## src/rtl/transmite_bcd_ascii_n_if.sv

```systemverilog
// Bus bundle for transmite_bcd_ascii_n: BCD word, start request, status flags and UART line.
// The master drives the request side; the slave (the transmitter) drives status and tx_serial.
interface transmite_bcd_ascii_n_if #(
    parameter int unsigned NUM_DIGITS = 2
) ();

    logic [4*NUM_DIGITS-1:0] bcd;
    logic                    transmite_bcd;
    logic                    pronto;
    logic                    ocupado;
    logic                    tx_serial;

    modport master (
        output bcd,
        output transmite_bcd,
        input  pronto,
        input  ocupado,
        input  tx_serial
    );

    modport slave (
        input  bcd,
        input  transmite_bcd,
        output pronto,
        output ocupado,
        output tx_serial
    );

endinterface

```

## src/rtl/transmite_bcd_ascii_n.sv

```systemverilog
// N-digit packed BCD to ASCII serial transmitter (8N1), most-significant digit first.
// Optional CR/LF terminator after the last digit when TRANSMITE_BCD_TERMINADOR_EN is defined.
module transmite_bcd_ascii_n #(
    parameter int unsigned NUM_DIGITS   = 2,
    parameter int unsigned CLKS_PER_BIT = 5208
) (
    input  logic                    clock,
    input  logic                    reset,
    transmite_bcd_ascii_n_if.slave  bus
);

    localparam int unsigned BaudW = $clog2(CLKS_PER_BIT);
    localparam int unsigned IdxW  = $clog2(NUM_DIGITS + 2);
    localparam int unsigned BcdW  = 4 * NUM_DIGITS;
`ifdef TRANSMITE_BCD_TERMINADOR_EN
    localparam int unsigned NumChars = NUM_DIGITS + 2;
`else
    localparam int unsigned NumChars = NUM_DIGITS;
`endif

    localparam logic [BaudW-1:0] BaudLast = BaudW'(CLKS_PER_BIT - 1);
    localparam logic [BaudW-1:0] BaudOne  = BaudW'(1);
    localparam logic [IdxW-1:0]  IdxLast  = IdxW'(NumChars - 1);
    localparam logic [IdxW-1:0]  IdxOne   = IdxW'(1);

    typedef enum logic [2:0] {
        StIdle,
        StStart,
        StData,
        StStop,
        StNext,
        StDone
    } state_e;

    state_e            state_q;
    logic [BaudW-1:0]  baud_q;
    logic [2:0]        bit_q;
    logic [IdxW-1:0]   idx_q;
    logic [BcdW-1:0]   shift_q;
    logic              tx_q;
    logic              pronto_q;
    logic              ocupado_q;

    logic [3:0]        digit;
    logic [7:0]        char_digit;
    logic [7:0]        char_cur;
    logic              baud_last;

    // The current digit always sits in the top nibble; the register shifts left after each character.
    always_comb begin
        digit      = shift_q[BcdW-1 -: 4];
        char_digit = (digit <= 4'd9) ? (8'h30 + {4'h0, digit}) : 8'h3F;
`ifdef TRANSMITE_BCD_TERMINADOR_EN
        if (idx_q < IdxW'(NUM_DIGITS)) begin
            char_cur = char_digit;
        end else if (idx_q == IdxW'(NUM_DIGITS)) begin
            char_cur = 8'h0D;
        end else begin
            char_cur = 8'h0A;
        end
`else
        char_cur = char_digit;
`endif
        baud_last = (baud_q == BaudLast);
    end

    always_ff @(posedge clock) begin
        if (!reset) begin
            state_q   <= StIdle;
            baud_q    <= '0;
            bit_q     <= '0;
            idx_q     <= '0;
            shift_q   <= '0;
            tx_q      <= 1'b1;
            pronto_q  <= 1'b0;
            ocupado_q <= 1'b0;
        end else begin
            pronto_q <= 1'b0;
            unique case (state_q)
                StIdle: begin
                    if (bus.transmite_bcd) begin
                        shift_q   <= bus.bcd;
                        idx_q     <= '0;
                        baud_q    <= '0;
                        bit_q     <= '0;
                        ocupado_q <= 1'b1;
                        tx_q      <= 1'b0;
                        state_q   <= StStart;
                    end
                end
                StStart: begin
                    if (baud_last) begin
                        baud_q  <= '0;
                        bit_q   <= '0;
                        tx_q    <= char_cur[0];
                        state_q <= StData;
                    end else begin
                        baud_q <= baud_q + BaudOne;
                    end
                end
                StData: begin
                    if (baud_last) begin
                        baud_q <= '0;
                        if (bit_q == 3'd7) begin
                            tx_q    <= 1'b1;
                            state_q <= StStop;
                        end else begin
                            bit_q <= bit_q + 3'd1;
                            tx_q  <= char_cur[bit_q + 3'd1];
                        end
                    end else begin
                        baud_q <= baud_q + BaudOne;
                    end
                end
                StStop: begin
                    if (baud_last) begin
                        baud_q  <= '0;
                        state_q <= StNext;
                    end else begin
                        baud_q <= baud_q + BaudOne;
                    end
                end
                // One idle-high cycle between characters, or the end of the message.
                StNext: begin
                    if (idx_q == IdxLast) begin
                        pronto_q  <= 1'b1;
                        ocupado_q <= 1'b0;
                        state_q   <= StDone;
                    end else begin
                        idx_q   <= idx_q + IdxOne;
                        shift_q <= shift_q << 4;
                        tx_q    <= 1'b0;
                        state_q <= StStart;
                    end
                end
                StDone: begin
                    state_q <= StIdle;
                end
                default: begin
                    state_q <= StIdle;
                end
            endcase
        end
    end

    assign bus.tx_serial = tx_q;
    assign bus.pronto    = pronto_q;
    assign bus.ocupado   = ocupado_q;

endmodule

```

## src/flat_wrapper.sv

```systemverilog
// flat-port wrapper written by rule: the top's interface ports become plain ports
module transmite_bcd_ascii_n_flat 
#(
    parameter int unsigned NUM_DIGITS   = 2,
    parameter int unsigned CLKS_PER_BIT = 5208
)
  (clock, reset, bus_bcd, bus_transmite_bcd, bus_pronto, bus_ocupado, bus_tx_serial);
  transmite_bcd_ascii_n_if #(.NUM_DIGITS(NUM_DIGITS)) bus_i ();
  input  logic clock;
  input  logic reset;
  input wire logic [$bits(bus_i.bcd)-1:0] bus_bcd;
  input wire logic [$bits(bus_i.transmite_bcd)-1:0] bus_transmite_bcd;
  output wire logic [$bits(bus_i.pronto)-1:0] bus_pronto;
  output wire logic [$bits(bus_i.ocupado)-1:0] bus_ocupado;
  output wire logic [$bits(bus_i.tx_serial)-1:0] bus_tx_serial;
  assign bus_i.bcd = bus_bcd;
  assign bus_i.transmite_bcd = bus_transmite_bcd;
  assign bus_pronto = bus_i.pronto;
  assign bus_ocupado = bus_i.ocupado;
  assign bus_tx_serial = bus_i.tx_serial;
  transmite_bcd_ascii_n #(.NUM_DIGITS(NUM_DIGITS), .CLKS_PER_BIT(CLKS_PER_BIT)) u_core (.clock(clock), .reset(reset), .bus(bus_i));
endmodule
```

## config.mk

```make
export PLATFORM = sky130hd
export DESIGN_NAME = transmite_bcd_ascii_n_flat
export DESIGN_NICKNAME = d
export VERILOG_FILES = /design/src/rtl/transmite_bcd_ascii_n_if.sv /design/src/rtl/transmite_bcd_ascii_n.sv /design/src/flat_wrapper.sv
export SDC_FILE = /design/constraint.sdc
export NUM_CORES = 1
export LEC_CHECK = 0
export BUFFER_PORTS_ARGS = -buffer_cell sky130_fd_sc_hd__buf_2
export CAP_MARGIN = 15
export CORE_ASPECT_RATIO = 0.9
export CORE_MARGIN = 5
export CORE_UTILIZATION = 50
export CTS_BUF_LIST = sky130_fd_sc_hd__clkbuf_8
export DETAILED_ROUTE_END_ITERATION = 10
export PLACE_DENSITY = 0.69
export RECOVER_POWER = 25
export SYNTH_ARGS = -nofsm -noshare
export SYNTH_HDL_FRONTEND = slang
export SYNTH_SLANG_ARGS = --single-unit
```

## constraint.sdc

```tcl
create_clock -name clock -period 2.75 [get_ports clock]
set_input_delay 0.275 -clock clock [delete_from_list [all_inputs] [get_ports clock]]
set_output_delay 0.275 -clock clock [all_outputs]
set_load 0.005 [all_outputs]
```

==> Word-level counts from Yosys, hierarchy flattened <==
Index checks and enable logic that the tools add are counted.
{ "classes": {"add_sub_neg": 4, "magnitude_cmp": 2, "eq_ne": 15, "mux": 34, "reduce_logical": 13} }
{ "ops": {"columns": ["operator", "count"], "rows": [
  ["$mux 3", 10],
  ["$mux 13", 2],
  ["$pmux 13 s2", 1],
  ["$mux 8", 3],
  ["$pmux 8 s2", 1],
  ["$pmux 3 s5", 1],
  ["$reduce_and 5->1", 3],
  ["$add 13x1->13 const B", 1],
  ["$eq 13x13->1 const B", 1],
  ["$ne 2x1->1 const B", 5],
  ["$mux 1", 9],
  ["$pmux 3 s3", 1],
  ["$add 6x4->7 const A", 1],
  ["$eq 3x2->1 const B", 2],
  ["$eq 3x3->1 const B", 2],
  ["$ne 2x2->1 const B", 3],
  ["$reduce_and 3->1", 2],
  ["$le 4x4->1 const B", 1],
  ["$lt 3x4->1 const B", 1],
  ["$mux 2", 2],
  ["$pmux 1 s4", 1],
  ["$pmux 2 s2", 1],
  ["$reduce_and 2->1", 2],
  ["$reduce_bool 2->1", 2],
  ["other kinds (10)", 10]
]} }
{ "word_totals": {"register_bits": 32, "in_bits": 11, "out_inout_bits": 3, "elab_cells": 76} }

==> Logic depth before layout (Yosys ltp) <==
{ "logic_depth": {"ltp_word": 7, "mapped_depth": 7, "ltp_nobuf": 7} }

==> Worst setup path before layout <==
No wires, ideal clock.
{ "synth_path": {"path_kind": "register to register", "startpoint": "register u_core.baud_q[8]", "endpoint": "register u_core.state_q[1]", "setup_time_ns": 0.071, "arrival_ns": 1.837, "required_time_ns": 2.679, "setup_slack_ns": 0.843, "stages_incl_launch_ff": 6, "n_path_buf": 0, "synth_period_minus_slack_ns": 1.907, "cell_sequence": "dfxtp_1 or4b_4 nor3_4 o31ai_2 or4_1 a21oi_1"} }
{ "synth_via": {"elab_chain_len": 3, "elab_cells_between_ends": 5, "classes_between": "eq/ne: 4; reduce/logical: 1"} }
{ "synth_rtl": {"columns": ["item", "line", "rtl"], "rows": [
  ["start: declaration", "transmite_bcd_ascii_n.sv:36", "logic [BaudW-1:0] baud_q;"],
  ["start signal: assignment", "transmite_bcd_ascii_n.sv:98", "baud_q <= baud_q + BaudOne;"],
  ["start signal: assignment", "transmite_bcd_ascii_n.sv:112", "baud_q <= baud_q + BaudOne;"],
  ["start signal: assignment", "transmite_bcd_ascii_n.sv:120", "baud_q <= baud_q + BaudOne;"],
  ["$eq 13x13->1 (*)", "transmite_bcd_ascii_n.sv:64", "baud_last = (baud_q == BaudLast);"],
  ["$ne 2x1->1 (no line)", null, null],
  ["$reduce_and 5->1 (no line) (*)", null, null],
  ["end signal: assignment", "transmite_bcd_ascii_n.sv:69", "state_q <= StIdle;"],
  ["end signal: assignment", "transmite_bcd_ascii_n.sv:88", "state_q <= StStart;"],
  ["end signal: assignment", "transmite_bcd_ascii_n.sv:96", "state_q <= StData;"],
  ["end: declaration", "transmite_bcd_ascii_n.sv:35", "state_e state_q;"]
]} }
Mark *: on every way between the ends. The rest lies on a longest branch, timed or not.
A chain may end at the register's enable or synchronous reset.

==> Worst setup path after layout <==
Same ends and word-level chain as after synthesis.

==> metrics <==
FF-to-FF End=u_core.state_q[1]$_SDFFE_PN0P_; Via-to-Cell Ratio=5.67; Pwr Density=784 nW/um2; Ys Warns=0; largest net degree at the start of global routing=22; met2 usage=23.2%; layout cells sized above 1=approximately a tenth; Clk Latency, worst-skew pair=280 ps; WP data required=2960 ps; met1 usage=21.5%; Primary FF master, synth=dfxtp_1; total leakage power=roughly 0.63 nW; Post-synth EDFFs=0; post-route ant nets=0; Worst R2R Start=u_core.baud_q[8]$_SDFFE_PN0P_; Final Wtd Congestion=0.853; commonest non-fill, non-tap cells in the layout=dfxtp_1, nor2_1, nand2_1; CTS tree=yes; launch point of the worst path=u_core.baud_q[8]$_SDFFE_PN0P_; setup ws final=599 ps; Yosys reg bits=32; Post-synth ARST share=0%; aggregate negative setup slack=0 ps; worst-path fanout max=7; synthesized area per cell=8.21 um2; Seq/Total Area, Yosys=39.8%; Ports=14; CP Launch Type=register; first-pass iteration count of the detailed router=4; met3 Use GR=3.76%; DRT iter0 DRCs=56; crit path kind=reg -> reg; Die W=69.8 um; Worst Tran Pin Value=797 ps; Mapped Nets=211; busiest grt layer=met2; relative slew slack=46.4%; Cell variety after synth=between 40 and 50; vias in the first global route=1,305; core region area=3070 um2; # H-tree levels=2; Setup Fix Bufs, Post-CTS=0; max-cap check violation count=0; DR vias=1,417; DRC Markers=0; Total Die Area=4450 um2; Ant. Diodes=0; crit path DAT=2360 ps; Cell Area, Synth=1610 um2; Placement Setup Slack=671 ps; CTS root buffer=clkbuf_8; CTS Hold Bufs=0; final net count=~230; Syn Inst Count=196; flop2flop setup slack=about 600 ps; total wire length=roughly 3.4 mm; row cnt=19; GRT Overall Usage=15.8%; clock slew at reported path FFs=60 ps; Final Hold Fails=0; Final Cycle Share=78.2%; Final Skew=6.92 ps; Filler cells=297; Initial Utilization=52.5%; status=finished clean; R2R cell count=5; total CTS buffers=5; Hold/Removal Path Class=in -> reg; crit end category=register; commonest non-fill, non-tap cell in the layout=dfxtp_1; Die Ht=63.8 um; input/output buffers=13; first-pass GRT wire length=5.74 mm; Period minus WS final=2150 ps; grt ovf=0; detailed-route wire length per cell=13.6 um; initial antenna violation count=0; P&R area growth vs syn=9.56%; crit path capture=u_core.state_q[1]$_SDFFE_PN0P_; Max Slew Vio Count=0; Final setup viols=0; maximum clock insertion buffer count=2; Max Clock Freq=465 MHz; worst vdd ir=0.443 mV; Num Clock Sinks=32; RSZ-0062 raised after global routing=no; DPL Wire Length=2.44 mm; Resized cells post-CTS=0
## flip-flops by register name, indices dropped and copies added (netlist names)
signal and cells:
u_core.state_q 3, u_core.bit_q 3, u_core.idx_q 2, u_core.shift_q 8, u_core.baud_q 13, u_core.bus.pronto 1
u_core.bus.ocupado 1, u_core.bus.tx_serial 1
## worst max-delay path: stages, from the launching register on
cell     delay (ps)
dfxtp_1         360
or4b_1          610
nor3_4          250
o31ai_1         210
or4_1           510
a21oi_1         130
## layout make-up
cell class              instances  area, um2  area share [%]
clock buffers                   5       68.8            3.90
inverters                       8       30.0            1.70
multi-input cells             148        898            51.0
flip-flops and latches         32        641            36.3
well taps                      42       52.6            2.98
repair buffers                 15       72.6            4.12
## logic make-up (layout without fill, tap and decap cells)
family / Yosys count / in the layout / synth area share [%]
fa+ha+maj: 4 / 4 / 3.11
mux: 4 / 4 / 2.49
xor+xnor: 9 / 9 / 4.90
compound gates: 45 / 45 / 18.9
flops: 32 / 32 / 39.8
simple gates: 86 / 86 / 27.0
buf+inv: 16 / 28 / 3.81
## report_power, final
group	switching [W]	leakage (nW)	internal [W]
Clock	0.000150	0.0359	0.000162
Sequential	0.0000854	0.260	0.000529
Combinational	0.000265	0.330	0.000191
Total	0.000500	0.626	0.000882
## how the worst min path moves through the flow
stage / from / end / slack (ps) / depth (start not counted)
after global placement: u_core.bit_q[1]$_SDFFE_PN0P_ / u_core.bit_q[1]$_SDFFE_PN0P_ / 450 / 2
after global routing: bus_bcd[2] / u_core.shift_q[2]$_SDFFE_PN0P_ / 270 / 3
after detailed placement: u_core.bit_q[2]$_SDFFE_PN0P_ / u_core.bit_q[2]$_SDFFE_PN0P_ / 460 / 2
after floorplan: bus_bcd[0] / u_core.shift_q[0]$_SDFFE_PN0P_ / 440 / 2
final: bus_bcd[3] / u_core.shift_q[3]$_SDFFE_PN0P_ / 250 / 3
after CTS: bus_bcd[6] / u_core.shift_q[6]$_SDFFE_PN0P_ / 250 / 3
## per-stage QoR
step | util (%) | power, W | instance area [um2] | hold WS (ps) | instances
after global placement | 55.8 | 0.00107 | 1710 | 451 | 245
after global routing | 57.5 | 0.00148 | 1760 | 266 | 250
after floorplan | - | 0.000972 | 1610 | 436 | 196
after CTS | 58.0 | 0.00140 | 1780 | 254 | 250
after detailed placement | 55.8 | 0.00108 | 1710 | 465 | 245
final | 57.5 | 0.00138 | 1760 | 255 | 250
## synth_stat cells, types with 2 or more instances
library cell,count,area (um2)
o21ai_0,8,40.0
or4_1,2,15.0
a31oi_1,2,12.5
nand2_1,19,71.3
inv_1,8,30.0
a211oi_1,2,15.0
xnor2_1,5,43.8
or3_1,2,12.5
a22oi_1,5,37.5
nand4_1,2,12.5
nor3_1,9,45.0
mux2i_1,4,40.0
a21o_1,2,15.0
a2111oi_0,2,17.5
nor2_1,26,97.6
nor3b_1,2,15.0
nand3b_1,2,15.0
nor4_1,2,12.5
a21oi_1,12,60.1
xor2_1,4,35.0
ha_1,4,50.1
nand3_1,12,60.1
dfxtp_1,32,641
a311oi_1,4,35.0
clkbuf_1,7,26.3
## layer usage
layer	wire [um]	vias up
met2	1480	22
li1	-	734
met4	60	0
met1	1770	654
met5	0	-
met3	88	7
Power figures use the tool's default switching activity.
